`src/rtl/vsd_sar_pkg.sv`:
```
// Shared types and defaults for the SAR ADC controller.
package vsd_sar_pkg;
  typedef enum logic [1:0] {IDLE, SETTLE, DECIDE, DONE} sar_state_e;
  localparam int SAR_WIDTH_DEFAULT  = 10;
  localparam int SAR_SETTLE_DEFAULT = 2;
endpackage

```
`src/rtl/vsd_sar_settle_timer.sv`:
```
// Loadable 4-bit down-counter; done while the count is zero.
module vsd_sar_settle_timer (
  input  logic       clk,
  input  logic       reset,
  input  logic       load,
  input  logic [3:0] load_val,
  input  logic       en,
  output logic       done
);
  logic [3:0] cnt_q, cnt_d;

  always_comb begin
    cnt_d = cnt_q;
    if (load)                   cnt_d = load_val;
    else if (en && cnt_q != '0) cnt_d = cnt_q - 4'd1;
  end

  always_ff @(posedge clk) begin
    if (reset) cnt_q <= '0;
    else       cnt_q <= cnt_d;
  end

  assign done = (cnt_q == '0);
endmodule

```
`src/rtl/vsd_sar_adc_ctrl.sv`:
```
// SAR ADC controller: binary search over a DAC code using an external comparator,
// result delivered over valid/ready.
module vsd_sar_adc_ctrl
  import vsd_sar_pkg::*;
#(
  parameter int WIDTH         = SAR_WIDTH_DEFAULT,
  parameter int SETTLE_CYCLES = SAR_SETTLE_DEFAULT
) (
  input  logic             CLK,
  input  logic             reset,
  input  logic             start,
  input  logic             cmp,
  output logic [WIDTH-1:0] dac_code,
  output logic             busy,
  output logic [WIDTH-1:0] result,
  output logic             valid,
  input  logic             ready
);
  localparam int IW = (WIDTH > 1) ? $clog2(WIDTH) : 1;
  localparam sar_state_e TRIAL_ST = (SETTLE_CYCLES > 0) ? SETTLE : DECIDE;
  localparam logic [WIDTH-1:0] MSB_MASK = {1'b1, {(WIDTH-1){1'b0}}};

  sar_state_e       state_q, state_d;
  logic [IW-1:0]    idx_q, idx_d;
  logic [WIDTH-1:0] acc_q, acc_d, mask_q, mask_d, dac_q, dac_d, result_q, result_d;
  logic             busy_q, busy_d, valid_q, valid_d;
  logic [WIDTH-1:0] acc_nxt;
  logic             accept, settle_load, settle_done;

  always_comb begin
    state_d     = state_q;
    idx_d       = idx_q;
    acc_d       = acc_q;
    mask_d      = mask_q;
    dac_d       = dac_q;
    result_d    = result_q;
    busy_d      = busy_q;
    valid_d     = valid_q;
    accept      = 1'b0;
    settle_load = 1'b0;
    acc_nxt     = acc_q | (cmp ? mask_q : '0);
    case (state_q)
      IDLE:   if (start) accept = 1'b1;
      SETTLE: if (settle_done) state_d = DECIDE;
      DECIDE: begin
        acc_d = acc_nxt;
        if (idx_q != '0) begin
          idx_d       = idx_q - 1'b1;
          mask_d      = mask_q >> 1;
          dac_d       = acc_nxt | (mask_q >> 1);
          state_d     = TRIAL_ST;
          settle_load = 1'b1;
        end else begin
          result_d = acc_nxt;
          dac_d    = acc_nxt;
          valid_d  = 1'b1;
          busy_d   = 1'b0;
          state_d  = DONE;
        end
      end
      DONE: if (ready) begin
        if (start) accept = 1'b1;
        else begin
          state_d = IDLE;
          valid_d = 1'b0;
        end
      end
      default: state_d = IDLE;
    endcase
    // Handshake edge doubles as the accept edge for back-to-back conversions.
    if (accept) begin
      state_d     = TRIAL_ST;
      idx_d       = IW'(WIDTH-1);
      acc_d       = '0;
      mask_d      = MSB_MASK;
      dac_d       = MSB_MASK;
      busy_d      = 1'b1;
      valid_d     = 1'b0;
      settle_load = 1'b1;
    end
  end

  always_ff @(posedge CLK) begin
    if (reset) begin
      state_q  <= IDLE;
      idx_q    <= '0;
      acc_q    <= '0;
      mask_q   <= '0;
      dac_q    <= '0;
      result_q <= '0;
      busy_q   <= 1'b0;
      valid_q  <= 1'b0;
    end else begin
      state_q  <= state_d;
      idx_q    <= idx_d;
      acc_q    <= acc_d;
      mask_q   <= mask_d;
      dac_q    <= dac_d;
      result_q <= result_d;
      busy_q   <= busy_d;
      valid_q  <= valid_d;
    end
  end

  generate
    if (SETTLE_CYCLES > 0) begin : g_settle
      // Loaded with N-1 so SETTLE lasts exactly N cycles before DECIDE.
      vsd_sar_settle_timer u_timer (
        .clk      (CLK),
        .reset    (reset),
        .load     (settle_load),
        .load_val (4'(SETTLE_CYCLES-1)),
        .en       (state_q == SETTLE),
        .done     (settle_done)
      );
    end else begin : g_nosettle
      logic unused_settle_load;
      assign unused_settle_load = settle_load;
      assign settle_done        = 1'b1;
    end
  endgenerate

  assign dac_code = dac_q;
  assign result   = result_q;
  assign busy     = busy_q;
  assign valid    = valid_q;
endmodule

```
`config.mk`:
```
export PLATFORM = sky130hd
export DESIGN_NAME = vsd_sar_adc_ctrl
export DESIGN_NICKNAME = d
export VERILOG_FILES = /design/src/rtl/vsd_sar_pkg.sv /design/src/rtl/vsd_sar_settle_timer.sv /design/src/rtl/vsd_sar_adc_ctrl.sv
export SDC_FILE = /design/constraint.sdc
export NUM_CORES = 1
export LEC_CHECK = 0
export ABC_AREA = 1
export CAP_MARGIN = 20
export CORE_MARGIN = 5
export CORE_UTILIZATION = 45
export CTS_CLUSTER_SIZE = 10
export DETAILED_ROUTE_END_ITERATION = 7
export PLACE_DENSITY_LB_ADDON = 0.12
export SYNTH_ARGS = -nofsm -noshare
export SYNTH_HDL_FRONTEND = slang
export SYNTH_HIERARCHICAL = 1
export SYNTH_SLANG_ARGS = --single-unit
```
`constraint.sdc`:
```
create_clock -name CLK -period 2.39 [get_ports CLK]
set_clock_uncertainty 0.15 [all_clocks]
set_input_delay 0.3585 -clock CLK [delete_from_list [all_inputs] [get_ports CLK]]
set_output_delay 0.3585 -clock CLK [all_outputs]
set_load 0.05 [all_outputs]
```
== Yosys cells after proc, flatten, opt, wreduce, memory -nomap -nowiden ==
Index checks and enable logic that the tools add are counted.

* Bits of input ports: 5
* Output and inout bits: 22
* Logic and storage cells: 81
* Flip-flop bits (word level): 52

* Eq/ne operators: 11
* Multiplexer cells: 31
* Reduce and logical (&&, ||, !) cells: 20
* Bitwise logic cells: 3
* Add/sub/neg operators: 2

{| class="wikitable"
|+ Operators by type and width
! kind !! number
|-
| 2-to-1 mux 10 bit || 7
|-
| 2-to-1 mux 1 bit || 14
|-
| 2-to-1 mux 4 bit || 3
|-
| AND reduction 4 bit || 3
|-
| nonzero test 4 bit || 3
|-
| != test 2 bit, second input constant || 5
|-
| OR 10 bit || 1
|-
| OR 10 x 9 -> 10 bit || 1
|-
| != test 3 bit, second input constant || 3
|-
| 2-to-1 mux 2 bit || 4
|-
| AND reduction 2 bit || 4
|-
| nonzero test 2 bit || 4
|-
| subtractor 4 x 1 -> 4 bit, second input constant || 2
|-
| one-hot mux 2 bit (3 select lines) || 1
|-
| equality test 2 bit, second input constant || 2
|-
| zero test 4 bit || 1
|-
| one-hot mux 1 bit (2 select lines) || 2
|-
| OR reduction 2 bit || 2
|-
| nonzero test 3 bit || 1
|-
| equality test 2 x 1 -> 1 bit, second input constant || 1
|-
| zero test 2 bit || 1
|-
| logical AND 1 bit || 1
|-
| NOT 1 bit || 1
|}

== Depth between registers and ports, before layout ==
* Depth after elaboration: 6
* Mapped depth: 12
* Depth with buffers taken out: 11

== Hierarchy ==
Netlist, hierarchy kept.

{| class="wikitable"
|+ By module, submodules not included
! module !! times used !! seq. area each (um^2) !! area an instance (um^2) !! cells each
|-
| vsd_sar_adc_ctrl || 1 || 960.9 || 2,059.5 || 266
|-
| vsd_sar_settle_timer || 1 || 80.1 || 274.0 || 41
|}

== Least setup slack after synthesis ==
Ideal clock, no wire load.

* Kind: register to register
* Start: reg state_q[0]
* End: reg g_settle.u_timer.cnt_q[3]
* Library setup time: 0.115 ns
* Arrival: 1.522 ns
* Path buffers: 0
* Data required time: 2.125 ns
* Cell stages (with the launch flop): 10
* Period minus slack after synthesis: 1.787 ns
* Slack: 0.603 ns
* Cells stage by stage: dfxtp_1 > inv_1 > ha_1 > nor2_1 > nand2_4 > nand2_1 > inv_2 > or2_0 > nand3_1 > a21oi_2

* Word-level cells in the longest chain between the ends: 4
* Elaborated cells between the ends (all ways): 9
* Classes of those cells: eq/ne: 3; mux: 3; reduce/logical: 3

{| class="wikitable"
|+ Ends and longest elaborated chain
! what !! line !! RTL
|-
| start, declared || vsd_sar_adc_ctrl.sv:23 || <nowiki>sar_state_e state_q, state_d;</nowiki>
|-
| start signal, assigned || vsd_sar_adc_ctrl.sv:94 || <nowiki>state_q <= state_d;</nowiki>
|-
| equality test 2 bit or zero test 2 bit (tied branches) || vsd_sar_adc_ctrl.sv:42 || <nowiki>case (state_q)</nowiki>
|-
| one-hot mux 1 bit (2 select lines) or 2-to-1 mux 1 bit (tied branches) || vsd_sar_adc_ctrl.sv:42 ||
|-
| 2-to-1 mux 1 bit (*) || vsd_sar_adc_ctrl.sv:71 || <nowiki>if (accept) begin</nowiki>
|-
| net settle_load || vsd_sar_adc_ctrl.sv:28 || <nowiki>logic accept, settle_load, settle_done;</nowiki>
|-
| OR reduction 2 bit (no line) (*) || n/a ||
|-
| end signal, assigned || vsd_sar_settle_timer.sv:20 || <nowiki>else cnt_q <= cnt_d;</nowiki>
|-
| end, declared || vsd_sar_settle_timer.sv:10 || <nowiki>logic [3:0] cnt_q, cnt_d;</nowiki>
|}

Mark *: on every way through the listed nets, which the timed path passes. The rest lies on a longest branch.
A chain may end at the register's enable or synchronous reset.

== Worst setup path after layout ==
* Start: reg dac_q[0] (netlist: dac_code[0])
* End: out dac_code[0]

{| class="wikitable"
|+ RTL lines
! what !! line !! RTL
|-
| start, declared || vsd_sar_adc_ctrl.sv:25 || <nowiki>logic [WIDTH-1:0] acc_q, acc_d, mask_q, mask_d, dac_q, dac_d, result_q, result_d;</nowiki>
|-
| start signal, assigned || vsd_sar_adc_ctrl.sv:89 || <nowiki>dac_q <= '0;</nowiki>
|-
| start signal, assigned || vsd_sar_adc_ctrl.sv:98 || <nowiki>dac_q <= dac_d;</nowiki>
|-
| end, declared || vsd_sar_adc_ctrl.sv:13 || <nowiki>output logic [WIDTH-1:0] dac_code,</nowiki>
|}

No word-level cell between the ends.

==> results.sh <==
export IMPL_synth_ff_type="dfxtp_1"
export IMPL_gp_congestion=0.722
export IMPL_cts_sinks=52
export IMPL_die_h_um=82.0
export IMPL_finalCritPeriodShare_pct=82.8
export IMPL_min_path_type="flop to flop"
export IMPL_clk_pin_slew_ps=90
export IMPL_rsz0062_at_grt="no"
export IMPL_synth_avg_cell_area_um2=7.60
export IMPL_yosys_register_bits=52
export IMPL_synth_cell_types=29
export IMPL_netSwitchingPower_mw=1.28
export IMPL_hold_violations=0
export IMPL_io_pins=27
export IMPL_min_path_cells=2
export IMPL_cp_buffers_inverters=1
export IMPL_syn2layout_area_growth_pct=16.8
export IMPL_synth_edf_count=0
export IMPL_period_needed_ps=1980
export IMPL_switching_share_pct=41.9
export IMPL_crit_fanout=2
export IMPL_p_per_area_nw_per_um2=1120
export IMPL_dp_cells=395
export IMPL_setup_tns_ps=0
export IMPL_crit_start="dac_code[0]"
export IMPL_syn_inst=307
export IMPL_setup_ws_ps=412
export IMPL_grt_max_degree=31
export IMPL_design_area_um2=2730
export IMPL_r2r_cells=9
export IMPL_post_route_drc_count=0
export IMPL_crit_path_max_incr_delay_ps=810
export IMPL_clkPwrFrac_pct=19.4
export IMPL_cts_resized=0
export IMPL_fp_dieW_um=82.0
export IMPL_async_flop_share_pct=0
export IMPL_syn_area_um2=2330
export IMPL_cts_buffers=5
export IMPL_rows=26
export IMPL_viasPerCell=4.80
export IMPL_final_antenna_net_count=0
export IMPL_worstMarginPinSlew_ps=510
export IMPL_max_freq_mhz=506
export IMPL_crit_type="flop to output port"
export IMPL_drive_gt1_share_pct=9.01
export IMPL_irDropWorstVdd_uv=560
export IMPL_drt_wl_total_um=4680
export IMPL_firstDrtPassIters=4
export IMPL_antenna_found_initial=0
export IMPL_cap_violations=0
export IMPL_clk_latency_ps=300
export IMPL_worstReg2RegStart="state_q[0]"
export IMPL_utilization_pct=53.7
export IMPL_cp_required_ps=1880
export IMPL_gr_total_overflow=0
export IMPL_hold_worst_slack_ps=300
export IMPL_track_usage_pct=15.2
export IMPL_dieArea_um2=6730
export IMPL_num_antenna_cells=0
export IMPL_power_mw=3.06
export IMPL_finalSetupViolCount=0
export IMPL_finalNonFillerCells=403
export IMPL_via_count=1933
export IMPL_p_comb_share_pct=45.5
export IMPL_start_util_pct=46.0
export IMPL_maxSlewViolCount=0
export IMPL_sequentialPowerShare_pct=35.1
export IMPL_clockBufferDepth=2
export IMPL_worst_setup_path_end_kind="output port"
export IMPL_slew_headroom_pct=65.9
export IMPL_nNetsFinal=344
export IMPL_cts_root_buf="clkbuf_8"
export IMPL_cts_tree="yes"
export IMPL_status="complete, no violations"
export IMPL_drt_iter0_markers=156
export IMPL_yosysWarnings=6
export IMPL_cp_arrival_ps=1470
export IMPL_cp_slowest_cell="clkdlybuf4s50_1"
export IMPL_hold_start="acc_q[6]"
export IMPL_grt_pass1_vias=1721
export IMPL_intPower_mw=1.78
export IMPL_fillers=526
export IMPL_path_cells="clkdlybuf4s50_1"
export IMPL_yosysSeqAreaShare_pct=44.6
export IMPL_crit_family="buffers and inverters"
export IMPL_r2r_end="g_settle.u_timer/cnt_q[3]"
export IMPL_dpl_instance_area_um2=2610
export IMPL_worstHoldEndpoint="acc_q[6]"
export IMPL_cts_htree_levels=2
export IMPL_critPathLaunchType="flop"
export IMPL_rrSetupSlack_ps=460
export IMPL_post_place_ws_ps=391
export IMPL_core_um2=5070
export IMPL_wl_per_cell_um=11.6
export IMPL_p_leak_nw=1.07
export IMPL_cts_hold_buf=0
export IMPL_numPortBuffers=26
export IMPL_grt_pass1_wl_um=8030
export IMPL_hpwl_um=3280
export IMPL_post_cts_setup_buffer_count=0
[final cells by class]
type                       count  area, um^2  share of cell area, %
multi-input combinational    211        1060                   38.8
sequential                    52        1040                   38.2
timing repair buffer          31         310                   11.4
inverter                      31         118                   4.32
tap                           70        87.6                   3.21
clock buffer                   5        68.8                   2.53
clock inverter                 3        42.5                   1.56
[layer usage]
layer,global-route usage (%),share of wire [%],vias up
met2,22.6,42,28
met4,3.99,0.58,0
met1,22.3,54,865
li1,-,-,1038
met5,0,0,-
met3,3.07,3.7,2
[sequential cells by signal (all words and copies together) (netlist names)]
name / flops
acc_q: 10
busy: 1
dac_code: 10
g_settle.u_timer/cnt_q: 4
idx_q: 4
mask_q: 10
result: 10
state_q: 2
valid: 1
[layout by cell type, fill, tap and decap left out, types with 2 or more instances in the layout]
master           synthesis  routed
a31oi_1                  2       2
nor2_1                  29      29
nor2_2                   2       2
clkinv_2                 1       2
clkbuf_8                 1       5
clkdlybuf4s50_1          0      26
nand3_1                 21      21
inv_2                    4       4
buf_4                    3       4
conb_1                   2       4
o21ai_0                 13      13
nand2_1                 62      62
dfxtp_1                 52      52
ha_1                     7       7
inv_1                   26      26
nand4_1                  2       2
nand2_4                  4       4
a21oi_1                 52      52
a21o_1                   3       3
nand2_2                  2       2
nand3_2                  2       2
[tightest hold or removal path: stages (launching register included)]
cell and delay, ps:
dfxtp_1 320, inv_1 40, a21oi_1 50
[logic make-up after synthesis]
family | after synthesis | share of synthesized area (%)
and+or+nand+nor | 126 | 24.1
buffers and inverters | 46 | 10.4
other | 2 | 0.322
adders and majority gates | 7 | 3.75
DFF | 52 | 44.6
xor gates and xnor gates | 1 | 0.375
AOI/OAI and AO/OA | 73 | 16.5
[worst max-delay path by stage]
stage / to / slack [ps] / cells after the start
after global placement: g_settle.u_timer/cnt_q[3] / 400 / 9
after global routing: g_settle.u_timer/cnt_q[3] / 320 / 9
final: dac_code[0] / 410 / 1
after floorplan: g_settle.u_timer/cnt_q[3] / 600 / 9
after CTS: dac_code[0] / 390 / 1
after detailed placement: g_settle.u_timer/cnt_q[3] / 390 / 9
[synth_stat cells (3+ instances only)]
master | count | area share [%]
nand2_1 | 62 | 10
a21oi_1 | 52 | 11
dfxtp_1 | 52 | 45
nor2_1 | 29 | 4.7
inv_1 | 26 | 4.2
nand3_1 | 21 | 4.5
o21ai_0 | 13 | 2.8
ha_1 | 7 | 3.8
buf_6 | 6 | 2.9
inv_2 | 4 | 0.64
nand2_4 | 4 | 1.9
a21o_1 | 3 | 0.97
buf_4 | 3 | 0.97
clkbuf_1 | 3 | 0.48
[power groups by stage]
stage / clock network, mW / registers, mW / logic (mW)
3_5_place_dp: 0 / 1.10 / 1.40
2_1_floorplan: 0 / 1.25 / 0.979
4_1_cts: 0.608 / 1.08 / 1.40
6_report: 0.594 / 1.08 / 1.40
5_1_grt: 0.646 / 1.09 / 1.55
3_3_place_gp: 0 / 1.09 / 1.39
Power figures use the tool's default switching activity.
